## src/rtl/pcileech_bar_impl_regwin.sv

```systemverilog
// BAR backing store: writable register window at offset 0, read-only ID word, fill value elsewhere.
// Window is cleared after reset; reads go through a 1-stage pipeline into a response FIFO.
module pcileech_bar_impl_regwin #(
  parameter int          ADDR_BITS  = 12,
  parameter int          WIN_BYTES  = 64,
  parameter logic [31:0] FILL_VALUE = 32'h00000000,
  parameter logic [31:0] ID_OFFSET  = 32'h00000FFC,
  parameter logic [31:0] ID_VALUE   = 32'h00000000,
  parameter int          FIFO_DEPTH = 4
) (
  input  logic        i_clk,
  input  logic        i_rst,
  input  logic [31:0] i_wr_addr,
  input  logic [3:0]  i_wr_be,
  input  logic [31:0] i_wr_data,
  input  logic        i_wr_valid,
  input  logic [87:0] i_rd_req_ctx,
  input  logic [31:0] i_rd_req_addr,
  input  logic        i_rd_req_valid,
  output logic        o_rd_req_ready,
  output logic [87:0] o_rd_rsp_ctx,
  output logic [31:0] o_rd_rsp_data,
  output logic        o_rd_rsp_valid,
  input  logic        i_rd_rsp_ready,
  output logic        o_init_busy
);

  localparam int WIN_WORDS = WIN_BYTES / 4;
  localparam int WIN_IDX_W = (WIN_WORDS > 1) ? $clog2(WIN_WORDS) : 1;
  localparam int MEM_WORDS = 1 << WIN_IDX_W;
  localparam int PTR_W     = $clog2(FIFO_DEPTH);
  localparam int CNT_W     = PTR_W + 1;
  localparam logic [WIN_IDX_W-1:0] INIT_LAST = WIN_IDX_W'(WIN_WORDS - 1);

  typedef enum logic {
    ST_INIT,
    ST_RUN
  } state_t;

  state_t                r_state;
  logic [WIN_IDX_W-1:0]  r_init_idx;
  logic                  r_init_busy;
  logic [31:0]           r_mem [MEM_WORDS];

  logic                  r_s1_valid;
  logic [87:0]           r_s1_ctx;
  logic [31:0]           r_s1_data;

  logic [87:0]           r_fifo_ctx  [FIFO_DEPTH];
  logic [31:0]           r_fifo_data [FIFO_DEPTH];
  logic [PTR_W-1:0]      r_wptr;
  logic [PTR_W-1:0]      r_rptr;
  logic [CNT_W-1:0]      r_count;

  logic [ADDR_BITS-1:0]  w_wr_off;
  logic [ADDR_BITS-1:0]  w_rd_off;
  logic                  w_wr_in_win;
  logic                  w_rd_in_win;
  logic                  w_rd_is_id;
  logic [WIN_IDX_W-1:0]  w_wr_idx;
  logic [WIN_IDX_W-1:0]  w_rd_idx;
  logic                  w_wr_fire;
  logic                  w_rd_accept;
  logic [31:0]           w_wr_merged;
  logic [31:0]           w_rd_word;
  logic [CNT_W:0]        w_occupancy;
  logic                  w_push;
  logic                  w_pop;

  // Only the low ADDR_BITS of each address decode; the rest alias.
  assign w_wr_off    = i_wr_addr[ADDR_BITS-1:0];
  assign w_rd_off    = i_rd_req_addr[ADDR_BITS-1:0];
  assign w_wr_in_win = 33'(w_wr_off) < 33'(WIN_BYTES);
  assign w_rd_in_win = 33'(w_rd_off) < 33'(WIN_BYTES);
  assign w_rd_is_id  = (w_rd_off[ADDR_BITS-1:2] == ID_OFFSET[ADDR_BITS-1:2]);
  assign w_wr_idx    = w_wr_off[2 +: WIN_IDX_W];
  assign w_rd_idx    = w_rd_off[2 +: WIN_IDX_W];

  generate
    if (ADDR_BITS < 32) begin : g_alias
      logic w_unused_hi;
      assign w_unused_hi = ^{i_wr_addr[31:ADDR_BITS], i_rd_req_addr[31:ADDR_BITS]};
    end
  endgenerate

  assign w_wr_fire   = (r_state == ST_RUN) && i_wr_valid && w_wr_in_win;
  assign w_rd_accept = i_rd_req_valid && o_rd_req_ready;

  always_comb begin
    w_wr_merged = r_mem[w_wr_idx];
    for (int b = 0; b < 4; b++) begin
      if (i_wr_be[b]) begin
        w_wr_merged[8*b +: 8] = i_wr_data[8*b +: 8];
      end
    end
  end

  // A same-cycle write to the word being read is forwarded so the read sees post-write data.
  always_comb begin
    w_rd_word = FILL_VALUE;
    if (w_rd_in_win) begin
      if (w_wr_fire && (w_wr_idx == w_rd_idx)) begin
        w_rd_word = w_wr_merged;
      end else begin
        w_rd_word = r_mem[w_rd_idx];
      end
    end else if (w_rd_is_id) begin
      w_rd_word = ID_VALUE;
    end
  end

  always_ff @(posedge i_clk) begin
    if (i_rst) begin
      r_state     <= ST_INIT;
      r_init_idx  <= '0;
      r_init_busy <= 1'b1;
    end else begin
      case (r_state)
        ST_INIT: begin
          if (r_init_idx == INIT_LAST) begin
            r_state     <= ST_RUN;
            r_init_busy <= 1'b0;
          end else begin
            r_init_idx <= r_init_idx + 1'b1;
          end
        end
        ST_RUN: begin
          r_state <= ST_RUN;
        end
        default: begin
          r_state     <= ST_INIT;
          r_init_idx  <= '0;
          r_init_busy <= 1'b1;
        end
      endcase
    end
  end

  assign o_init_busy = r_init_busy;

  always_ff @(posedge i_clk) begin
    if (!i_rst) begin
      if (r_state == ST_INIT) begin
        r_mem[r_init_idx] <= 32'h00000000;
      end else if (w_wr_fire) begin
        r_mem[w_wr_idx] <= w_wr_merged;
      end
    end
  end

  // Reads in the pipeline stage count against FIFO space so an accepted read always has a slot.
  assign w_occupancy    = {1'b0, r_count} + {{CNT_W{1'b0}}, r_s1_valid};
  assign o_rd_req_ready = (r_state == ST_RUN) && (w_occupancy < (CNT_W + 1)'(FIFO_DEPTH));

  always_ff @(posedge i_clk) begin
    if (i_rst) begin
      r_s1_valid <= 1'b0;
      r_s1_ctx   <= '0;
      r_s1_data  <= '0;
    end else begin
      r_s1_valid <= w_rd_accept;
      if (w_rd_accept) begin
        r_s1_ctx  <= i_rd_req_ctx;
        r_s1_data <= w_rd_word;
      end
    end
  end

  assign w_push = r_s1_valid;
  assign w_pop  = o_rd_rsp_valid && i_rd_rsp_ready;

  always_ff @(posedge i_clk) begin
    if (w_push) begin
      r_fifo_ctx[r_wptr]  <= r_s1_ctx;
      r_fifo_data[r_wptr] <= r_s1_data;
    end
  end

  always_ff @(posedge i_clk) begin
    if (i_rst) begin
      r_wptr  <= '0;
      r_rptr  <= '0;
      r_count <= '0;
    end else begin
      if (w_push) begin
        r_wptr <= r_wptr + 1'b1;
      end
      if (w_pop) begin
        r_rptr <= r_rptr + 1'b1;
      end
      case ({w_push, w_pop})
        2'b10:   r_count <= r_count + 1'b1;
        2'b01:   r_count <= r_count - 1'b1;
        default: r_count <= r_count;
      endcase
    end
  end

  // Outputs read as zero whenever nothing is queued, which also covers the reset values.
  assign o_rd_rsp_valid = (r_count != '0);
  assign o_rd_rsp_ctx   = o_rd_rsp_valid ? r_fifo_ctx[r_rptr]  : '0;
  assign o_rd_rsp_data  = o_rd_rsp_valid ? r_fifo_data[r_rptr] : '0;

endmodule
```

## config.mk

```make
export PLATFORM = sky130hd
export DESIGN_NAME = pcileech_bar_impl_regwin
export DESIGN_NICKNAME = d
export VERILOG_FILES = /design/src/rtl/pcileech_bar_impl_regwin.sv
export SDC_FILE = /design/constraint.sdc
export NUM_CORES = 1
export LEC_CHECK = 0
export BUFFER_PORTS_ARGS = -buffer_cell sky130_fd_sc_hd__buf_2
export CORE_ASPECT_RATIO = 1.75
export CORE_UTILIZATION = 54
export CTS_BUF_LIST = sky130_fd_sc_hd__clkbuf_4
export CTS_CLUSTER_DIAMETER = 200
export DETAILED_ROUTE_END_ITERATION = 8
export GPL_TIMING_DRIVEN = 0
export PLACE_DENSITY = 0.77
export RECOVER_POWER = 50
export SETUP_SLACK_MARGIN = 0.4
export SLEW_MARGIN = 30
export SYNTH_ARGS = -nofsm -noshare
export SYNTH_HDL_FRONTEND = slang
export SYNTH_SLANG_ARGS = --single-unit
```

## constraint.sdc

```tcl
create_clock -name i_clk -period 4.2 [get_ports i_clk]
set_input_delay 0.42 -clock i_clk [delete_from_list [all_inputs] [get_ports i_clk]]
set_output_delay 0.42 -clock i_clk [all_outputs]
set_load 0.05 [all_outputs]
```

After elaboration in Yosys (flattened, before gate mapping)
Memories as Yosys holds them, arrays and structs flattened. A register that Yosys moved wholly into a read port is not among the register bits.
Cells that the tools add are included.
{"block": "totals", "memories": 3, "out_inout_bits": 123, "ramBits": 992, "regBits": 134, "in_bits": 193, "wordCells": 65}
{"name": "r_mem", "depth": 16, "word_bits": 32, "rd": 2, "rd_clocked_by_memory_dff": 0, "wr": 1, "line": "43", "rtl": "logic [31:0] r_mem [MEM_WORDS];"}
{"name": "r_fifo_ctx", "depth": 4, "word_bits": 88, "rd": 1, "rd_clocked_by_memory_dff": 1, "wr": 1, "line": "49", "rtl": "logic [87:0] r_fifo_ctx [FIFO_DEPTH];"}
{"name": "r_fifo_data", "depth": 4, "word_bits": 32, "rd": 1, "rd_clocked_by_memory_dff": 1, "wr": 1, "line": "50", "rtl": "logic [31:0] r_fifo_data [FIFO_DEPTH];"}
{"block": "op_classes", "mux": 27, "n_bitwise": 2, "magnitude_cmp": 3, "reduce_logical": 11, "add_sub_neg": 6, "eq_ne": 4}
{"cell": "32-bit 2-to-1 mux", "n": 4}
{"cell": "88-bit 2-to-1 mux", "n": 1}
{"cell": "8-bit 2-to-1 mux", "n": 4}
{"cell": "32-bit OR reduction", "n": 1}
{"cell": "12-bit by 7-bit < comparator with 1-bit output, second input constant", "n": 2}
{"cell": "1-bit 2-to-1 mux", "n": 11}
{"cell": "2-bit 2-to-1 mux", "n": 4}
{"cell": "1-bit logical AND", "n": 6}
{"cell": "3-bit one-hot mux with 2 select lines", "n": 1}
{"cell": "2-bit by 1-bit adder with 2-bit output, second input constant", "n": 2}
{"cell": "3-bit by 1-bit adder with 4-bit output", "n": 1}
{"cell": "4-bit by 1-bit adder with 4-bit output, second input constant", "n": 1}
{"cell": "4-bit equality test", "n": 1}
{"cell": "4-bit equality test, second input constant", "n": 1}
{"cell": "4-bit by 3-bit < comparator with 1-bit output, second input constant", "n": 1}
{"cell": "4-bit 2-to-1 mux", "n": 1}
{"cell": "2-bit AND reduction", "n": 2}
{"cell": "3-bit by 1-bit adder with 3-bit output, second input constant", "n": 1}
{"cell": "3-bit nonzero test", "n": 1}
{"cell": "3-bit by 1-bit subtractor with 3-bit output, second input constant", "n": 1}
{"cell": "2-bit by 1-bit equality test with 1-bit output, second input constant", "n": 1}
{"cell": "2-bit equality test, second input constant", "n": 1}
{"cell": "1-bit inverter", "n": 2}
{"cell": "1-bit one-hot mux with 2 select lines", "n": 1}
{"cell": "2-bit nonzero test", "n": 1}

Longest topological paths before layout
{"block": "depth", "ltp_word": 8, "ltp_mapped": 10, "depth_no_buf": 8}

Worst setup path before layout
Ideal clock, no wire load.
{"block": "synth_path", "kind": "reg-to-reg", "startpoint": "register r_wptr[0]", "endpoint": "memory r_fifo_ctx[0][0], enable pin", "period_less_slack_ns": 3.794, "arrival_ns": 3.301, "path_slack_ns": 0.406, "required_ns": 3.707, "setup_time_ns": 0.493, "stages_incl_launch_ff": 4, "n_path_buf": 0, "path_cell_list": "dfxtp_1 > inv_1 > ha_1 > and2_1"}
{"element": "from (decl)", "line": "51", "rtl": "logic [PTR_W-1:0] r_wptr;"}
{"element": "from (signal assigned)", "line": "186", "rtl": "r_wptr <= r_wptr + 1'b1;"}
{"element": "to (decl)", "line": "49"}
No word-level cell before the write port.

Final worst setup path
{"block": "layout_path", "startpoint": "register r_wptr[0]", "endpoint": "memory r_fifo_ctx[2][68], enable pin"}
No word-level cell before the write port.

==> results_dict.tcl <==
set metrics [dict create \
    cts_tree "done" \
    fill_cells 5838 \
    clock_path_buffers 3 \
    coreArea_um2 86780 \
    io-pin-count 316 \
    start_util 0.5456 \
    crit_required_ns 5.05 \
    drtIter0Drc 2925 \
    netlist.area_leader.share 0.6292 \
    rsz0062_at_grt "no" \
    synth_nets 3039 \
    totalPowerFinal_w 0.02179 \
    cts_inserted_buffers 234 \
    area_delta_synth_final_pct 21.52 \
    drive_gt1_frac 0.2940 \
    grt_pass1_wl_um 198700 \
    min_path_type "primary input to flip-flop" \
    clk_pin_slew_ns 0.08 \
    syn_area_per_cell_um2 16.68 \
    gp_congestion 0.9034 \
    async_flop_share 0 \
    antenna_left 0 \
    synth_top_area_cell "edfxtp_1" \
    die_x_um 225.8 \
    avgRoutedWirePerCell_um 27.12 \
    tightest_slew_ns 2.447 \
    synth_edf_count 992 \
    root_buffer "clkbuf_4" \
    crit_arrival_ns 4.62 \
    final_util 0.6630 \
    syn_area_um2 47350 \
    finalCriticalPeriod_ns 3.771 \
    p_per_area_nw_per_um2 378.8 \
    finalNetCount 3873 \
    crit_path_start_kind "flip-flop" \
    port_buffers 268 \
    clock-skew-final_ns 0.08538 \
    violations "max-capacitance violations, max-slew violations" \
    period_share 0.8979 \
    num_rows 143 \
    synthCells 2839 \
    num_vias 31180 \
    outcome "finished with violations" \
    htreeDepth 4 \
    slew_headroom -0.6315 \
    max_freq_mhz 265.2 \
    fin_setup_tns_ns 0 \
    route.detailed.drc 0 \
    fin_area_um2 57530 \
    ys_ff_latch 1128 \
    end_kind "flip-flop" \
    synth_cell_types 55 \
    viasPerCell 6.169 \
    grt_max_degree 41 \
    synth_ff_type "edfxtp_1" \
    synthTopCellsByArea "edfxtp_1, mux4_2, dfxtp_1" \
    grt_pass1_vias 32820 \
    dp_hpwl_um 93100 \
    seq_area_frac_synth 0.6867 \
    cap_violations 6 \
    clk_latency_ns 1.25 \
    hold_violations 0 \
    placed_cell_area_um2 51650 \
    global_route.usage.total 0.3117 \
    ys_warn_count 0 \
    dr.pass1.iters 5 \
    path_class "flip-flop to flip-flop" \
    cp_max_fo 38 \
    wl_um 137100 \
    overflow 0 \
    post_cts_buffers 0 \
    p_leak_nw 21.11 \
    setup_viol_count_final 0 \
    antenna_found_initial 10 \
    dieArea_um2 88910 \
    die-height_um 393.7 \
    irDropWorstVdd_mv 0.2170 \
    slew_viol_final 212 \
    cts.sinks 1128 \
]
state kept, by name, indices dropped and copies added, names as in the netlist, 2 cells and up, named ones only:
register / cells
r_mem: 512
r_s1_data: 32
r_init_idx: 4
r_s1_ctx: 88
r_count: 3
r_wptr: 2
r_rptr: 2
r_fifo_ctx: 352
r_fifo_data: 128
cell type report:
class	count	area [µm²]	area share
multi-input combinational	1501	14100	0.2452
buffer	197	953.4	0.01657
tap	1160	1451	0.02523
sequential	1128	32510	0.5651
clock buffer	352	2643	0.04593
clock inverter	92	584.3	0.01016
timing repair buffer	598	5202	0.09042
antenna	14	35.03	0.0006089
inverter	13	48.80	0.0008481
per-layer routing:
metal / GRT usage / wire length [µm] / up-vias
met5: 0 / 34 / -
met4: 0.2242 / 10450 / 6
met3: 0.07976 / 12970 / 608
met2: 0.5305 / 69600 / 1961
met1: 0.3333 / 44030 / 15480
li1: - / - / 13130
where the power goes:
part	total (W)	internal (W)	switching (W)	leakage [nW]
clock network	0.00850	0.00429	0.00421	1.91
logic	0.00119	0.000506	0.000682	8.38
registers	0.0121	0.0121	0.0000281	10.8
total	0.0218	0.0169	0.00492	21.1
cell usage after synthesis (all sizes together) (7+ instances only):
cell	instances
and2	127
edfxtp	992
dfxtp	136
mux2i	201
a22oi	124
or4b	23
clkbuf	112
nand2	280
o211ai	7
nor3	32
a22o	30
buf	85
inv	13
mux4	254
nor2b	9
mux2	50
nand2b	9
a21oi	123
nand3	26
nor2	62
o21ai	52
o22ai	30
cells in the final DEF, fill, tap and decap left out, drive strengths merged, types with 18 or more instances in the layout:
master,instances
nand2,280
a22o,30
inv,18
nand3,26
buf,386
edfxtp,992
o21ai,52
dlygate4sd3,278
clkbuf,477
clkinv,76
mux4,254
and2,127
a22oi,124
o22ai,30
nor2,62
or4b,23
mux2i,201
a21oi,123
mux2,50
nor3,32
dfxtp,136
logic make-up after synthesis:
logic type               synth area share
adder cells (fa/ha/maj)          0.002008
AND/OR/NAND/NOR                   0.06210
flip-flops                         0.6867
AO/OA/AOI/OAI                     0.05174
multiplexers                       0.1752
buffers and inverters             0.02006
XOR/XNOR                         0.002220
timing repair:
| item | 4_1_cts | 5_1_grt |
|---|---|---|
| endpoints found under the hold margin | 609 | 0 |
| hold buffers | 278 | 0 |
| gates resized for setup | 26 | 4 |
| setup endpoints to repair | 112 | 4 |
worst max-delay path, cell delays in order, from the launching register on:
cell and delay (ns):
dfxtp_1 0.36, inv_1 0.09, ha_1 0.13, and2_0 0.68, dlymetal6s2s_1 1.75, buf_12 0.33
per-stage QoR:
| step | hold WS (ns) | instances | setup WS [ns] |
|---|---|---|---|
| final | 0.1096 | 5055 | 0.4288 |
| after global routing | 0.08591 | 5047 | 0.2463 |
| after CTS | 0.001880 | 5041 | 0.4203 |
| after detailed placement | 0.4669 | 4319 | 0.4253 |
| after global placement | 0.4540 | 4267 | -1.931 |
| after floorplan | 0.4455 | 2839 | 0.4062 |
path summary, 6_finish.rpt:
path                                        from                end  slack [ns]  depth (start not counted)
worst max-delay path                   r_wptr[0]  r_fifo_ctx[2][68]        0.43                          5
worst min-delay path            i_rd_req_ctx[81]       r_s1_ctx[81]        0.11                          4
worst max register to register         r_wptr[0]  r_fifo_ctx[2][68]        0.43                          5
worst min register to register       o_init_busy        o_init_busy        0.48                          2
Note: power is estimated with default switching activity, not from simulation.
